`src/rtl/sent_tx_frame_gen_if.sv`:
```
`default_nettype none
//------------------------------------------------------------------------------
// sent_tx_frame_gen_if : capture inputs and SENT line/status outputs
// Rev 1.0
//------------------------------------------------------------------------------
interface sent_tx_frame_gen_if;
   logic [2:0]  load_bit;
   logic [15:0] data_f1;
   logic [11:0] data_f2;
   logic        done;
   logic [3:0]  status_nibble;
   logic        sent_out;
   logic        frame_busy;
   logic        frame_done;
   logic        overrun;

   modport master (
      output load_bit, data_f1, data_f2, done, status_nibble,
      input  sent_out, frame_busy, frame_done, overrun
   );

   modport slave (
      input  load_bit, data_f1, data_f2, done, status_nibble,
      output sent_out, frame_busy, frame_done, overrun
   );
endinterface
`default_nettype wire

```
`src/rtl/sent_tx_frame_gen.sv`:
```
`default_nettype none
//------------------------------------------------------------------------------
// sent_tx_frame_gen : SENT frame generator (SYNC/STATUS/DATA/CRC/PAUSE) with shadow buffer
// Rev 1.0
//------------------------------------------------------------------------------
module sent_tx_frame_gen #(
   parameter int CLK_PER_TICK = 3,
   parameter int LOW_TICKS    = 5,
   parameter int PAUSE_TICKS  = 0
) (
   input wire                 clk_tx,
   input wire                 reset_tx,
   sent_tx_frame_gen_if.slave bus
);

   localparam int c_MAXT = (PAUSE_TICKS > 56) ? PAUSE_TICKS : 56;
   localparam int c_TW   = $clog2(c_MAXT + 1);
   localparam int c_PW   = (CLK_PER_TICK > 1) ? $clog2(CLK_PER_TICK) : 1;

   localparam logic [c_TW-1:0] c_SYNC_LEN  = c_TW'(56);
   localparam logic [c_TW-1:0] c_PAUSE_LEN = c_TW'(PAUSE_TICKS);
   localparam logic [c_TW-1:0] c_BASE_LEN  = c_TW'(12);
   localparam logic [c_TW-1:0] c_LOW       = c_TW'(LOW_TICKS);
   localparam logic [c_PW-1:0] c_PRE_LAST  = c_PW'(CLK_PER_TICK - 1);

   typedef enum logic [2:0] {
      S_IDLE, S_SYNC, S_STATUS, S_DATA, S_CRC, S_PAUSE
   } state_t;

   state_t          r_state, w_state_nxt;
   logic            r_cap_req, r_pending, r_overrun, r_frame_done, r_sent_out;
   logic [2:0]      r_sh_lb;
   logic [15:0]     r_sh_f1;
   logic [11:0]     r_sh_f2;
   logic [3:0]      r_sh_st;
   logic [23:0]     r_work;
   logic [2:0]      r_work_n, r_nib_idx;
   logic [3:0]      r_work_st, r_crc;
   logic [c_PW-1:0] r_pre, w_pre_nxt;
   logic [c_TW-1:0] r_tick, w_tick_nxt, w_len;
   logic            w_tick_last, w_last_nib, w_start, w_frame_end, w_bypass, w_sent_nxt;
   logic [2:0]      w_src_lb;
   logic [15:0]     w_src_f1;
   logic [11:0]     w_src_f2;
   logic [3:0]      w_src_st;

   // Multiply by x^4 modulo x^4+x^3+x^2+1
   function automatic logic [3:0] f_crc_t(input logic [3:0] v);
      logic [3:0] t;
      t = v;
      for (int i = 0; i < 4; i++) begin
         t = {t[2:0], 1'b0} ^ (t[3] ? 4'hD : 4'h0);
      end
      return t;
   endfunction

   function automatic logic [23:0] f_map(input logic [2:0] lb, input logic [15:0] f1,
                                         input logic [11:0] f2);
      case (lb)
         3'b001:  return {f1[11:0], f2[3:0], f2[7:4], f2[11:8]};
         3'b010:  return {f1[11:0], 12'h000};
         3'b011:  return {f1, 8'h00};
         3'b100:  return {f1, f2[3:0], 4'h0};
         3'b110:  return {f1[13:0], f2[9:0]};
         default: return {f1, f2[7:0]};
      endcase
   endfunction

   function automatic logic [2:0] f_count(input logic [2:0] lb);
      case (lb)
         3'b010:  return 3'd3;
         3'b011:  return 3'd4;
         3'b100:  return 3'd5;
         default: return 3'd6;
      endcase
   endfunction

   always_ff @(posedge clk_tx or posedge reset_tx) begin
      if (reset_tx) r_state <= S_IDLE;
      else          r_state <= w_state_nxt;
   end

   always_comb begin
      w_state_nxt = r_state;
      w_start     = 1'b0;
      w_frame_end = 1'b0;
      case (r_state)
         S_STATUS: w_len = c_BASE_LEN + c_TW'(r_work_st);
         S_DATA:   w_len = c_BASE_LEN + c_TW'(r_work[23:20]);
         S_CRC:    w_len = c_BASE_LEN + c_TW'(r_crc);
         S_PAUSE:  w_len = c_PAUSE_LEN;
         default:  w_len = c_SYNC_LEN;
      endcase
      w_tick_last = (r_state != S_IDLE) && (r_pre == c_PRE_LAST) && (r_tick == w_len - c_TW'(1));
      w_last_nib  = (r_nib_idx == r_work_n - 3'd1);

      case (r_state)
         S_IDLE: if (r_pending) begin
            w_state_nxt = S_SYNC;
            w_start     = 1'b1;
         end
         S_SYNC:   if (w_tick_last) w_state_nxt = S_STATUS;
         S_STATUS: if (w_tick_last) w_state_nxt = S_DATA;
         S_DATA:   if (w_tick_last && w_last_nib) w_state_nxt = S_CRC;
         S_CRC: if (w_tick_last) begin
            if (PAUSE_TICKS != 0) w_state_nxt = S_PAUSE;
            else                  w_frame_end = 1'b1;
         end
         S_PAUSE: if (w_tick_last) w_frame_end = 1'b1;
         default: w_state_nxt = S_IDLE;
      endcase

      // A capture landing on the frame-end edge is forwarded straight into the next frame
      if (w_frame_end) begin
         if (r_pending || r_cap_req) begin
            w_state_nxt = S_SYNC;
            w_start     = 1'b1;
         end else begin
            w_state_nxt = S_IDLE;
         end
      end
      w_bypass = w_frame_end & r_cap_req;
      w_src_lb = w_bypass ? bus.load_bit      : r_sh_lb;
      w_src_f1 = w_bypass ? bus.data_f1       : r_sh_f1;
      w_src_f2 = w_bypass ? bus.data_f2       : r_sh_f2;
      w_src_st = w_bypass ? bus.status_nibble : r_sh_st;

      if (w_state_nxt == S_IDLE || w_start || w_tick_last) begin
         w_pre_nxt  = '0;
         w_tick_nxt = '0;
      end else if (r_pre == c_PRE_LAST) begin
         w_pre_nxt  = '0;
         w_tick_nxt = r_tick + c_TW'(1);
      end else begin
         w_pre_nxt  = r_pre + c_PW'(1);
         w_tick_nxt = r_tick;
      end
      w_sent_nxt = (w_state_nxt == S_IDLE) ? 1'b1 : (w_tick_nxt >= c_LOW);
   end

   always_ff @(posedge clk_tx or posedge reset_tx) begin
      if (reset_tx) begin
         r_cap_req    <= 1'b0;
         r_pending    <= 1'b0;
         r_overrun    <= 1'b0;
         r_frame_done <= 1'b0;
         r_sent_out   <= 1'b1;
         r_pre        <= '0;
         r_tick       <= '0;
         r_sh_lb      <= 3'b000;
         r_sh_f1      <= 16'h0000;
         r_sh_f2      <= 12'h000;
         r_sh_st      <= 4'h0;
         r_work       <= 24'h000000;
         r_work_n     <= 3'd0;
         r_nib_idx    <= 3'd0;
         r_work_st    <= 4'h0;
         r_crc        <= 4'h5;
      end else begin
         r_cap_req    <= bus.done & (bus.load_bit != 3'b000);
         r_overrun    <= r_cap_req & r_pending & ~(w_start & ~w_bypass);
         r_frame_done <= w_frame_end;
         r_sent_out   <= w_sent_nxt;
         r_pre        <= w_pre_nxt;
         r_tick       <= w_tick_nxt;
         if (r_cap_req) begin
            r_sh_lb <= bus.load_bit;
            r_sh_f1 <= bus.data_f1;
            r_sh_f2 <= bus.data_f2;
            r_sh_st <= bus.status_nibble;
         end
         if (w_start) begin
            r_pending <= r_cap_req & ~w_bypass;
            r_work    <= f_map(w_src_lb, w_src_f1, w_src_f2);
            r_work_n  <= f_count(w_src_lb);
            r_work_st <= w_src_st;
            r_nib_idx <= 3'd0;
            r_crc     <= 4'h5;
         end else begin
            if (r_cap_req) r_pending <= 1'b1;
            if (r_state == S_DATA && w_tick_last) begin
               r_work    <= {r_work[19:0], 4'h0};
               r_nib_idx <= r_nib_idx + 3'd1;
               r_crc     <= w_last_nib ? f_crc_t(f_crc_t(r_crc) ^ r_work[23:20])
                                       : (f_crc_t(r_crc) ^ r_work[23:20]);
            end
         end
      end
   end

   assign bus.sent_out   = r_sent_out;
   assign bus.frame_busy = (r_state != S_IDLE);
   assign bus.frame_done = r_frame_done;
   assign bus.overrun    = r_overrun;

endmodule
`default_nettype wire

```
`src/flat_wrapper.sv`:
```
// flat-port wrapper written by rule: the top's interface ports become plain ports
module sent_tx_frame_gen_flat 
#(
   parameter int CLK_PER_TICK = 3,
   parameter int LOW_TICKS    = 5,
   parameter int PAUSE_TICKS  = 0
)
  (clk_tx, reset_tx, bus_load_bit, bus_data_f1, bus_data_f2, bus_done, bus_status_nibble, bus_sent_out, bus_frame_busy, bus_frame_done, bus_overrun);
  sent_tx_frame_gen_if bus_i ();
  input wire clk_tx;
  input wire reset_tx;
  input wire logic [$bits(bus_i.load_bit)-1:0] bus_load_bit;
  input wire logic [$bits(bus_i.data_f1)-1:0] bus_data_f1;
  input wire logic [$bits(bus_i.data_f2)-1:0] bus_data_f2;
  input wire logic [$bits(bus_i.done)-1:0] bus_done;
  input wire logic [$bits(bus_i.status_nibble)-1:0] bus_status_nibble;
  output wire logic [$bits(bus_i.sent_out)-1:0] bus_sent_out;
  output wire logic [$bits(bus_i.frame_busy)-1:0] bus_frame_busy;
  output wire logic [$bits(bus_i.frame_done)-1:0] bus_frame_done;
  output wire logic [$bits(bus_i.overrun)-1:0] bus_overrun;
  assign bus_i.load_bit = bus_load_bit;
  assign bus_i.data_f1 = bus_data_f1;
  assign bus_i.data_f2 = bus_data_f2;
  assign bus_i.done = bus_done;
  assign bus_i.status_nibble = bus_status_nibble;
  assign bus_sent_out = bus_i.sent_out;
  assign bus_frame_busy = bus_i.frame_busy;
  assign bus_frame_done = bus_i.frame_done;
  assign bus_overrun = bus_i.overrun;
  sent_tx_frame_gen #(.CLK_PER_TICK(CLK_PER_TICK), .LOW_TICKS(LOW_TICKS), .PAUSE_TICKS(PAUSE_TICKS)) u_core (.clk_tx(clk_tx), .reset_tx(reset_tx), .bus(bus_i));
endmodule
```
`config.mk`:
```
export PLATFORM = sky130hd
export DESIGN_NAME = sent_tx_frame_gen_flat
export DESIGN_NICKNAME = d
export VERILOG_FILES = /design/src/rtl/sent_tx_frame_gen_if.sv /design/src/rtl/sent_tx_frame_gen.sv /design/src/flat_wrapper.sv
export SDC_FILE = /design/constraint.sdc
export NUM_CORES = 1
export LEC_CHECK = 0
export CAP_MARGIN = 20
export CORE_ASPECT_RATIO = 1.5
export CORE_MARGIN = 1
export CORE_UTILIZATION = 25
export CTS_CLUSTER_DIAMETER = 200
export DETAILED_ROUTE_END_ITERATION = 8
export PLACE_DENSITY = 0.49
export RECOVER_POWER = 50
export SYNTH_ARGS = -nofsm -noshare
export SYNTH_HDL_FRONTEND = slang
export SYNTH_SLANG_ARGS = --single-unit
```
`constraint.sdc`:
```
create_clock -name clk_tx -period 9.68 [get_ports clk_tx]
set_clock_uncertainty 0.2 [all_clocks]
set_input_delay 2.904 -clock clk_tx [delete_from_list [all_inputs] [get_ports clk_tx]]
set_output_delay 2.904 -clock clk_tx [all_outputs]
set_load 0.01 [all_outputs]
```
; Word level (Yosys, flattened, before mapping)
; Index checks and enable logic that the tools add are counted.
; Widths: inputs -> output; s select.
[totals]
regBits = 89
ramBits = 0
memories = 0
in_bits = 38
output_inout_bits = 4
latch_bits = 0
rom_bits = 0
[op_classes]
div = 0
eq_ne = 13
shift = 0
muxes = 42
addsub = 8
n_lt_le_gt_ge = 1
bitwise = 17
multipliers = 0
n_reduce_logical = 14
[op_table]
columns = op, n
row1 = $pmux 24 s5, 1
row2 = $mux 24, 2
row3 = $mux 4, 12
row4 = $xor 4x4->4, 9
row5 = $mux 3, 8
row6 = $pmux 6 s4, 1
row7 = $mux 16, 1
row8 = $add 4x4->5 const A, 3
row9 = $pmux 3 s5, 1
row10 = $eq 3x2->1 const B, 4
row11 = $eq 3x3->1 const B, 4
row12 = $mux 12, 1
row13 = $mux 6, 2
row14 = $mux 1, 10
row15 = $pmux 3 s3, 1
row16 = $add 6x1->6 const B, 1
row17 = $and 1x1->1, 6
row18 = $eq 3x1->1 const B, 2
row19 = $eq 6x6->1, 1
row20 = $ge 6x3->1 const B, 1
row21 = $logic_not 3->1, 2
row22 = $reduce_bool 3->1, 2
row23 = $sub 6x1->6 const B, 1
row24 = $logic_and 1x1->1, 4
row25 = other kinds (10), 15

; Longest topological paths before layout
; Gate-level depths: netlist of the first run.
[logic_depth]
depth_word = 20
depth_mapped = 19
ltp_nobuf = 14

; Least setup slack after synthesis of the first run
; No wires, ideal clock.
[synth_path]
path_type = input port to flip-flop
start = input port bus_load_bit[0]
end = register u_core.r_work[14]
path_stages = 8
n_path_buf = 2
slack_ps = 5217
t_arrival_ps = 4183
path_cell_list = clkbuf_1 -> nor2_1 -> nand2_1 -> nor4_1 -> a31oi_4 -> buf_6 -> o211ai_1 -> a2bb2oi_1
[synth_between]
elab_chain_cells = 4
word_cells_on_any_way = 8
cone_classes = 5 x eq/ne / 3 x mux
[synth_lines]
columns = element, line_no
row1 = "start, declared", flat_wrapper.sv:12  ; input wire logic [$bits(bus_i.load_bit)-1:0] bus_load_bit;
row2 = $mux 3 (*), sent_tx_frame_gen.sv:123  ; w_src_lb = w_bypass ? bus.load_bit : r_sh_lb;
row3 = $eq 3x3->1 (tied with other cells), sent_tx_frame_gen.sv:59  ; case (lb)
row4 = $pmux 24 s5 (*), sent_tx_frame_gen.sv:59
row5 = $mux 24 (*), sent_tx_frame_gen.sv:172  ; if (w_start) begin
row6 = "end signal, assigned", sent_tx_frame_gen.sv:174  ; r_work <= f_map(w_src_lb, w_src_f1, w_src_f2);
row7 = "end signal, assigned", sent_tx_frame_gen.sv:182  ; r_work <= {r_work[19:0], 4'h0};
row8 = "end, declared", sent_tx_frame_gen.sv:36  ; logic [23:0] r_work;
; Mark *: on every way between the ends. The rest lies on a longest branch, timed or not.
; A chain may end at the register's enable or synchronous reset.

; Worst setup path after layout of the first run
[layout_path]
start = register u_core.r_state[2]
end = register u_core.r_work[1]
[layout_between]
elab_chain_cells = 12
word_cells_on_any_way = 29
cone_classes = 1 x add/sub / 10 x eq/ne / 10 x mux / 1 x bitwise / 7 x reduce/logical
[layout_lines]
columns = element, line_no
row1 = "start, declared", sent_tx_frame_gen.sv:30  ; state_t r_state, w_state_nxt;
row2 = "start signal, assigned", sent_tx_frame_gen.sv:80  ; else r_state <= w_state_nxt;
row3 = $eq 3x3->1 (tied with other cells), "sent_tx_frame_gen.sv:87, sent_tx_frame_gen.sv:97"
row4 = $pmux 6 s4, sent_tx_frame_gen.sv:87  ; case (r_state)
row5 = $sub 6x1->6, sent_tx_frame_gen.sv:94  ; w_tick_last = (r_state != S_IDLE) && (r_pre == c_PRE_LAST) && (r_tick == w_len - c_TW'(1));
row6 = $eq 6x6->1, sent_tx_frame_gen.sv:94
row7 = $logic_and 1x1->1, sent_tx_frame_gen.sv:94
row8 = $mux 1, sent_tx_frame_gen.sv:109  ; S_PAUSE: if (w_tick_last) w_frame_end = 1'b1;
row9 = $mux 1, --
row10 = $and 1x1->1, sent_tx_frame_gen.sv:122  ; w_bypass = w_frame_end & r_cap_req;
row11 = $mux 3, sent_tx_frame_gen.sv:123
row12 = $eq 3x3->1 (tied with other cells), sent_tx_frame_gen.sv:59
row13 = $pmux 24 s5, sent_tx_frame_gen.sv:59
row14 = $mux 24, sent_tx_frame_gen.sv:172
; Several ways; a longest one is shown, not always the timed one.

==> results of run 1 <==
[worst min-delay path by stage]
stage | from | to | depth (start not counted)
2_1_floorplan | u_core.r_pre[1]$_DFF_PP0_ | u_core.r_pre[0]$_DFF_PP0_ | 1
3_3_place_gp | u_core.r_pre[1]$_DFF_PP0_ | u_core.r_pre[0]$_DFF_PP0_ | 1
3_5_place_dp | u_core.r_pre[0]$_DFF_PP0_ | u_core.r_pre[0]$_DFF_PP0_ | 1
4_1_cts | u_core.r_pre[0]$_DFF_PP0_ | u_core.r_pre[0]$_DFF_PP0_ | 1
5_1_grt | u_core.r_pre[0]$_DFF_PP0_ | u_core.r_pre[0]$_DFF_PP0_ | 1
6_report | u_core.r_pre[0]$_DFF_PP0_ | u_core.r_pre[0]$_DFF_PP0_ | 1
[final cells by class]
type,instances,area [µm²],area share [%]
sequential,89,2230,34.0
clock inverter,4,76.3,1.16
clock buffer,12,246,3.76
tap,276,345,5.26
inverter,12,46.3,0.706
timing repair buffer,48,469,7.15
multi-input combinational,432,3150,47.9
[sequential cells by signal (all words and copies together) (netlist names), 4 cells and up]
signal	flops
u_core.r_sh_st	4
u_core.r_crc	4
u_core.r_sh_f2	12
u_core.r_work_st	4
u_core.r_sh_f1	16
u_core.r_work	24
u_core.r_tick	6
[synth_stat cells, types with 2 or more instances]
master and count:
clkbuf_1 26, nand3_1 43, a22oi_1 5, buf_6 7, xor2_1 13, a31oi_1 5, nand2_1 34, ha_1 5
a21oi_1 26, mux2_2 48, o41a_1 2, buf_1 6, o21ai_1 2, buf_2 4, mux2i_1 50, nor2_1 42
o31a_1 3, nand3b_1 8, o211ai_1 16, o21ai_0 33, buf_4 3, a22oi_2 2, nor3_1 6, dfstp_2 3
or3_1 3, and3_1 6, nand4_1 4, inv_1 12, dfrtp_1 86, xnor2_1 24, nor4_1 2, a2bb2oi_1 18
a22o_1 7, nor2b_1 3
[logic make-up after synthesis]
kind of cell / share of synthesized area, %
AND/OR/NAND/NOR: 14.0
AO/OA/AOI/OAI: 16.0
multiplexers: 18.8
flip-flops: 39.4
buffers and inverters: 5.06
XOR/XNOR: 5.72
adder cells (fa/ha/maj): 1.10
[report_power, final]
part | leakage (nW) | internal, mW | switching (mW)
Combinational | 1.47 | 0.140 | 0.139
Clock | 0.153 | 0.234 | 0.148
Sequential | 1.05 | 0.437 | 0.0655
Total | 2.67 | 0.812 | 0.353
[placed cells by master (no fill, tap or decap), types with 7 or more instances in the layout]
cell type | Yosys | layout
clkbuf_16 | 0 | 9
a2bb2oi_1 | 18 | 19
a21oi_1 | 26 | 25
o21ai_0 | 33 | 33
nand3b_1 | 8 | 8
a22o_1 | 7 | 7
xnor2_1 | 24 | 24
xor2_1 | 13 | 13
nand3_1 | 43 | 43
mux2_2 | 48 | 48
nor2_1 | 42 | 42
o211ai_1 | 16 | 16
mux2i_1 | 50 | 50
inv_1 | 12 | 11
dfrtp_1 | 86 | 85
nand2_1 | 34 | 34
dlygate4sd3_1 | 0 | 38
[critical path: cells and delay by family, from the launching register on]
family	cells	cell delay, ns
compound gates	7	1.55
xor+xnor	1	0.17
fa+ha+maj	1	0.29
buf+inv	1	0.63
flops	1	0.74
mux	1	0.41
simple gates	4	1.75
[metal layers]
layer / track usage (%) / vias to the layer above / routed length, µm
li1: - / 2125 / -
met4: 6.52 / 0 / 529
met2: 24.6 / 100 / 8140
met3: 1.78 / 31 / 402
met5: 0 / - / 0
met1: 15.8 / 2195 / 6330
[through the flow]
stage	hold slack (ns)	utilization, %	setup WS (ns)	area (µm²)
floorplan	0.224	-	4.27	5670
global placement	0.237	28.0	4.16	6230
global route	0.291	29.4	3.33	6560
finish	0.257	29.4	3.77	6560
CTS	0.259	29.4	4.12	6560
detailed placement	0.251	28.0	4.14	6230
==> reports/metrics.yaml, run 1 <==
status: "complete, but fails checks"
failed_checks: "design-rule violations, max-capacitance violations, max-slew violations"
fill_cells: 2302
worst_setup_path_end_kind: "register"
io-pin-count: 42
portBuffers: 41
htreeDepth: 3
synth_edf_count: 0
slew_headroom_pct: -23.2
num_rows: 67
nets: 635
drcViolationCount: 4
crit_chain: "and2b_1, a22o_1, a22o_1, a21oi_1, ha_1, nor2_1, a2bb2oi_1, xor2_1, or4_1, o211a_2, nor3_4, buf_4, mux2_2, a22oi_1, o21ai_0"
postCtsSetupBuffers: 0
synth-async-reset-ratio_pct: 100
final_cells: 873
wl_per_cell_um: 17.7
cts-root-buf: "clkbuf_16"
cts_buffer_depth: 2
ir_drop_mv: 0.101
worst_pin_slew_ns: 1.84
finalHoldViolations: 0
hold_path_class: "reg -> reg"
criticalPathCategory: "reg -> reg"
grt_pass1_wl_mm: 25.1
cts_hold_buffers: 0
synth.avg_cell_area_um2: 9.79
power_per_cell_area_nw_per_um2: 177
yosysTopAreaCell: "dfrtp_1"
cts_resized: 0
antenna_found_initial: 0
antenna_cells: 0
gp_congestion: 0.829
drtPass1Iterations: 6
clk_pin_slew_ns: 0.06
grt_max_degree: 51
design.die.area_um2: 23300
ys_seq_area_share_pct: 39.4
min_period_ns: 5.91
yosys_warnings: 0
synth-seq-cells: 89
start_kind: "register"
cpMostUsedCell: "a22o_1"
cpPeakStageDelay_ns: 0.74
cts_buffers: 9
design.core.area_um2: 22300
crit_fanout: 46
grt_pass1_vias: 4658
synth_cell_type_count: 56
p_total_mw: 1.16
clock_latency_ns: 0.34
ant_nets: 0
grt_use_total_pct: 13.6
initial_utilization_pct: 25.4
cts.sinks: 89
max-cap-violations: 1
required_ns: 9.68
grt_setup_unrepaired: "false"
synth_area_leaders: "dfrtp_1 38%, mux2_2 9.5%, mux2i_1 8.8%"
cts_tree: "yes"
synth_nets: 622
drtIter0Drc: 220
worstPathArrival_ns: 5.91
die_w_um: 125
overflow: 0
synth_area_um2: 5670
finalSetupViolations: 0
slew_violations: 41
die_y_um: 186
wl_mm: 15.4
syn_inst: 579
crit_slowest_cell: "dfrtp_1"
rrSetupSlack_ns: 3.77
reg2reg_depth: 15
vias: 4451
dp.cells: 856
synthDominantCellAreaShare_pct: 38.0
final.period_utilization_pct: 61.1
r2r-start: "u_core.r_state[2]$_DFF_PP0_"
startpoint: "u_core.r_state[2]$_DFF_PP0_"
synth-main-ff-cell: "dfrtp_1"
leakagePower_nw: 2.67
area_delta_synth_final_pct: 15.8
cp-endpoint: "u_core.r_work[1]$_DFFE_PP0P_"
tns_ns: 0
drive_above_1_share_pct: 14.4
fmax_mhz: 169
dp_hpwl_mm: 10.8
vias_per_cell: 5.10
rr_endpoint: "u_core.r_work[1]$_DFFE_PP0P_"
(Power assumes the default switching activity.)
==> run 2: changes to the inputs <==
Settings changed: PLACE_DENSITY 0.49 to 0.5.
Clock period 9.68 ns to 5.15 ns, I/O delays scaled along.
==> reports/metrics.yaml, run 2 (same netlist as run 1, synthesis figures left out) <==
start_kind: "register"
met1Wirelength_mm: 6.07
crit_slowest_cell: "or3_4"
min_period_ns: 4.76
slew_violations: 90
dp_hpwl_mm: 10.6
vias: 4463
wl_mm: 15.0
mostFrequentLayoutCells: "85 x dfrtp_1, 50 x mux2i_1, 48 x mux2_2"
cts_buffers: 9
fill_cells: 2336
crit_fanout: 29
fin_util_pct: 29.7
worstPathArrival_ns: 4.79
final.period_utilization_pct: 92.5
antenna_cells: 0
ir_drop_mv: 0.201
path_buf_inv: 0
regMostFlops: "u_core.r_work"
cts_tree: "yes"
grt_pass1_vias: 4719
antenna_found_initial: 0
drive_above_1_share_pct: 15.8
worst_setup_path_end_kind: "register"
die_y_um: 186
whs_ns: 0.255
tns_ns: 0
design.die.area_um2: 23300
final_cells: 879
dp.cells: 863
grt_max_degree: 90
wl_per_cell_um: 17.0
cts.sinks: 89
leakagePower_nw: 2.69
drtPass1Iterations: 6
routed-wl-met2_mm: 8.02
ant_nets: 0
reg2reg_depth: 14
cts-root-buf: "clkbuf_16"
failed_checks: "design-rule violations, max-capacitance violations, max-slew violations"
overflow: 0
crit_chain: "and2b_4, a22o_1, a22o_1, a21oi_1, ha_1, nor2_1, a2bb2oi_2, xor2_1, or4_1, o211a_2, or3_4, mux2i_4, a21oi_1, o41a_1"
vias_per_cell: 5.08
p_total_mw: 2.20
num_rows: 67
cpPeakStageDelay_ns: 0.60
finalSetupViolations: 0
min_path_cells: 1
grt_use_total_pct: 13.2
grt_pass1_wl_mm: 24.2
portBuffers: 41
r2r-start: "u_core.r_state[2]$_DFF_PP0_"
clk_pin_slew_ns: 0.07
grt_setup_unrepaired: "false"
cp_top_family: "simple AND/OR/NAND/NOR gates"
worst_pin_slew_ns: 2.32
nets: 641
gp_congestion: 0.882
required_ns: 5.18
drtIter0Drc: 228
top_layer: "met4"
rr_endpoint: "u_core.r_work[9]$_DFFE_PP0P_"
status: "complete, but fails checks"
finalHoldViolations: 0
area_delta_synth_final_pct: 16.8
max-cap-violations: 1
fmax_mhz: 210
crit_cells: 14
htreeDepth: 3
initial_utilization_pct: 25.4
power_per_cell_area_nw_per_um2: 333
largest_register_ffs: 24
cts_buffer_depth: 2
min_to: "u_core.r_pre[0]$_DFF_PP0_"
final_common_cell: "dfrtp_1"
drcViolationCount: 4
design.core.area_um2: 22300
io-pin-count: 42
met3_length_um: 393
hold_path_class: "reg -> reg"
clock_latency_ns: 0.35
cts_hold_buffers: 0
rrSetupSlack_ns: 0.39
worstHoldStart: "u_core.r_pre[1]$_DFF_PP0_"
slew_headroom_pct: -54.9
postCtsSetupBuffers: 0
largestRegisters: "u_core.r_work x24, u_core.r_sh_f1 x16, u_core.r_sh_f2 x12"
die_w_um: 125
cts_resized: 0
criticalPathCategory: "reg -> reg"
==> run 2: report_power, final <==
group	internal [mW]	leakage [nW]	switching [mW]
Combinational	0.264	1.49	0.260
Clock	0.441	0.159	0.293
Sequential	0.822	1.05	0.125
==> run 2: cell type report <==
type / count / area [µm²] / share of cell area [%]
clock buffer: 10 / 239 / 3.61
clock inverter: 6 / 90.1 / 1.36
inverter: 12 / 46.3 / 0.699
multi-input combinational: 432 / 3150 / 47.6
sequential: 89 / 2230 / 33.7
tap: 276 / 345 / 5.22
timing repair buffer: 54 / 514 / 7.77
==> run 2: per-layer routing <==
layer | vias up | GRT usage [%]
li1 | 2133 | -
met1 | 2202 | 14.2
met2 | 96 | 24.5
met3 | 32 | 1.69
met4 | 0 | 7.79
met5 | - | 0
==> run 2: per-stage QoR <==
| step | worst slack, ns | cell area, µm² |
|---|---|---|
| final | 0.387 | 6620 |
| after global routing | 0.199 | 6620 |
| after CTS | 0.410 | 6640 |
| after detailed placement | 0.434 | 6310 |
| after global placement | 0.550 | 6310 |
| after floorplan | 0.726 | 5670 |
==> run 2: how the worst max path moves through the flow <==
stage	from	end	slack, ns
finish	u_core.r_state[2]$_DFF_PP0_	u_core.r_work[9]$_DFFE_PP0P_	0.39
global route	u_core.r_state[2]$_DFF_PP0_	u_core.r_work[8]$_DFFE_PP0P_	0.20
CTS	u_core.r_state[2]$_DFF_PP0_	u_core.r_work[9]$_DFFE_PP0P_	0.41
detailed placement	u_core.r_state[2]$_DFF_PP0_	u_core.r_work[9]$_DFFE_PP0P_	0.43
global placement	u_core.r_state[2]$_DFF_PP0_	u_core.r_work[8]$_DFFE_PP0P_	0.55
floorplan	u_core.r_state[0]$_DFF_PP0_	u_core.r_work[8]$_DFFE_PP0P_	0.73
==> run 3: changes to the inputs <==
Settings changed: ABC_AREA set to 1, CORE_ASPECT_RATIO 1.5 to 0.5.
==> reports/metrics.yaml, run 3 <==
synth-seq-cells: 89
largest_register_ffs: 24
p_total_mw: 2.44
hold_path_class: "reg -> reg"
synth-async-reset-ratio_pct: 100
ys_seq_area_share_pct: 40.5
ir_drop_mv: 0.187
dp.cells: 1078
cts_buffers: 9
cts_hold_buffers: 0
slew_violations: 94
drive_above_1_share_pct: 8.48
nets: 840
final_cells: 1094
die_w_um: 212
max-cap-violations: 3
fill_cells: 2289
leakagePower_nw: 3.11
mostFrequentLayoutCells: "216 x nand2_1, 90 x inv_1, 90 x nor2_1"
cts-root-buf: "clkbuf_16"
ant_nets: 0
finalHoldViolations: 0
min_period_ns: 4.44
design.core.area_um2: 21100
power.clock.fraction_pct: 26.7
grt_use_total_pct: 13.0
swShare_pct: 37.1
io-pin-count: 42
dp_hpwl_mm: 10.1
regMostFlops: "u_core.r_work"
required_ns: 5.19
drtPass1Iterations: 5
criticalPathCategory: "reg -> reg"
crit_fanout: 42
comb_power_share_pct: 32.3
clk_pin_slew_ns: 0.06
postCtsSetupBuffers: 0
power.internal_mw: 1.53
final_common_cell: "nand2_1"
antenna_found_initial: 0
final.period_utilization_pct: 86.2
clock_latency_ns: 0.35
synth-main-ff-cell: "dfrtp_1"
post-synth-top-count-cell: "nand2_1"
grt_setup_unrepaired: "false"
start_kind: "register"
num_rows: 37
area_delta_synth_final_pct: 16.8
worstPathArrival_ns: 4.48
slew_headroom_pct: -8.31
seqPwrFrac_pct: 40.9
largestRegisters: "u_core.r_work x24, u_core.r_sh_f1 x16, u_core.r_sh_f2 x12"
cts_buffer_depth: 2
cts_resized: 0
overflow: 0
failed_checks: "max-capacitance violations, max-slew violations"
grt_pass1_vias: 4531
regArea_um2: 2230
design.die.area_um2: 22700
power_per_cell_area_nw_per_um2: 379
htreeDepth: 3
syn_inst: 772
antenna_cells: 0
wl_mm: 13.9
drtIter0Drc: 253
initial_utilization_pct: 26.2
synth_edf_count: 0
worst_pin_slew_ns: 1.62
synth_cell_type_count: 40
portBuffers: 41
grt_max_degree: 62
cts_tree: "yes"
drcViolationCount: 0
synth.avg_cell_area_um2: 7.14
gp_congestion: 0.837
ys_top_cells_by_count: "216 x nand2_1, 91 x inv_1, 90 x nor2_1"
fmax_mhz: 225
wl_per_cell_um: 12.7
synth_area_um2: 5510
vias: 4722
synthDominantCellAreaShare_pct: 39.1
die_y_um: 107
cts.sinks: 89
multi_input_area_um2: 2730
yosysTopAreaCell: "dfrtp_1"
finalSetupViolations: 0
status: "complete, but fails checks"
vias_per_cell: 4.32
p_switching_mw: 0.905
yosys_warnings: 0
worst_setup_path_end_kind: "register"
tns_ns: 0
synth_nets: 815
grt_pass1_wl_mm: 22.9
synth_area_leaders: "dfrtp_1 39%, nand2_1 15%, inv_1 6.2%"
run 3: cell types whose count changed in the layout (fill, tap and decap cells not counted), moves of 15 or more:
cell | previous run | this run
a2bb2oi_1 | 18 | 0
o21ai_0 | 33 | 62
mux2i_1 | 50 | 1
nand2_1 | 34 | 216
mux2_2 | 48 | 0
nor2_1 | 42 | 90
inv_1 | 11 | 90
o211ai_1 | 16 | 1
run 3: final timing paths:
path                                                       to  slack (ns)  depth (start not counted)                   startpoint
min in group asynchronous          u_core.r_tick[5]$_DFF_PP0_        1.84                          2                     reset_tx
worst min-delay path                u_core.r_pre[0]$_DFF_PP0_        0.23                          1    u_core.r_pre[0]$_DFF_PP0_
worst max register to register  u_core.r_work[18]$_DFFE_PP0P_        0.71                         21  u_core.r_state[2]$_DFF_PP0_
max in group asynchronous       u_core.r_sh_f1[4]$_DFFE_PP0P_        0.81                          3                     reset_tx
worst min register to register      u_core.r_pre[0]$_DFF_PP0_        0.23                          1    u_core.r_pre[0]$_DFF_PP0_
worst max-delay path            u_core.r_work[18]$_DFFE_PP0P_        0.71                         21  u_core.r_state[2]$_DFF_PP0_
run 3: routing by layer:
layer,GRT usage [%],share of wire (%)
met1,17.2,51
met5,0,0
met2,21.3,45
met3,2.55,2.7
met4,3.88,1.2
run 3: logic make-up after synthesis:
logic type                 count (synthesis)  share of synthesized area, %
AOI/OAI and AO/OA                        124                          12.2
xor gates and xnor gates                  23                          3.66
adders and majority gates                  5                          1.14
buffers and inverters                    130                          10.0
DFF                                       89                          40.5
muxes                                      1                         0.182
and+or+nand+nor                          400                          32.3
run 3: final cells by class:
cell class	count	share of cell area, %
multi-input cells	553	42.4
repair buffers	45	6.92
clock inverters	5	0.583
flip-flops and latches	89	34.7
inverters	99	5.83
clock buffers	11	3.93
well taps	292	5.68
run 3: power by group through the flow:
stage / logic [mW] / registers (mW) / clock network (mW)
floorplan: 0.627 / 0.967 / 0
global placement: 0.786 / 1.01 / 0
detailed placement: 0.796 / 1.01 / 0
CTS: 0.802 / 0.998 / 0.677
global route: 0.902 / 1.02 / 0.706
finish: 0.789 / 0.999 / 0.653
run 3: critical path, cell delays in order, from the launching register on:
cell and delay (ns):
dfrtp_1 0.60, inv_1 0.18, nand3_4 0.15, inv_1 0.09, a221oi_1 0.30, ha_1 0.30, o21ai_2 0.21, inv_1 0.06
nand4_1 0.11, nand2_1 0.07, nand2_1 0.07, nand2_1 0.09, nor2_4 0.13, nand2_2 0.12, nor2_4 0.18, inv_2 0.06
nand2_1 0.07, nand2_2 0.30, inv_2 0.66, nand3_1 0.22, nand2_1 0.10, nand2_1 0.05
run 3: per-stage QoR:
stage,hold slack [ns],setup WS [ns],cell area [µm²],utilization [%]
finish,0.230,0.710,6430,30.5
global route,0.250,0.194,6430,30.5
global placement,0.224,0.820,6150,29.2
CTS,0.236,0.710,6440,30.6
detailed placement,0.227,0.718,6150,29.2
floorplan,0.212,1.10,5510,-
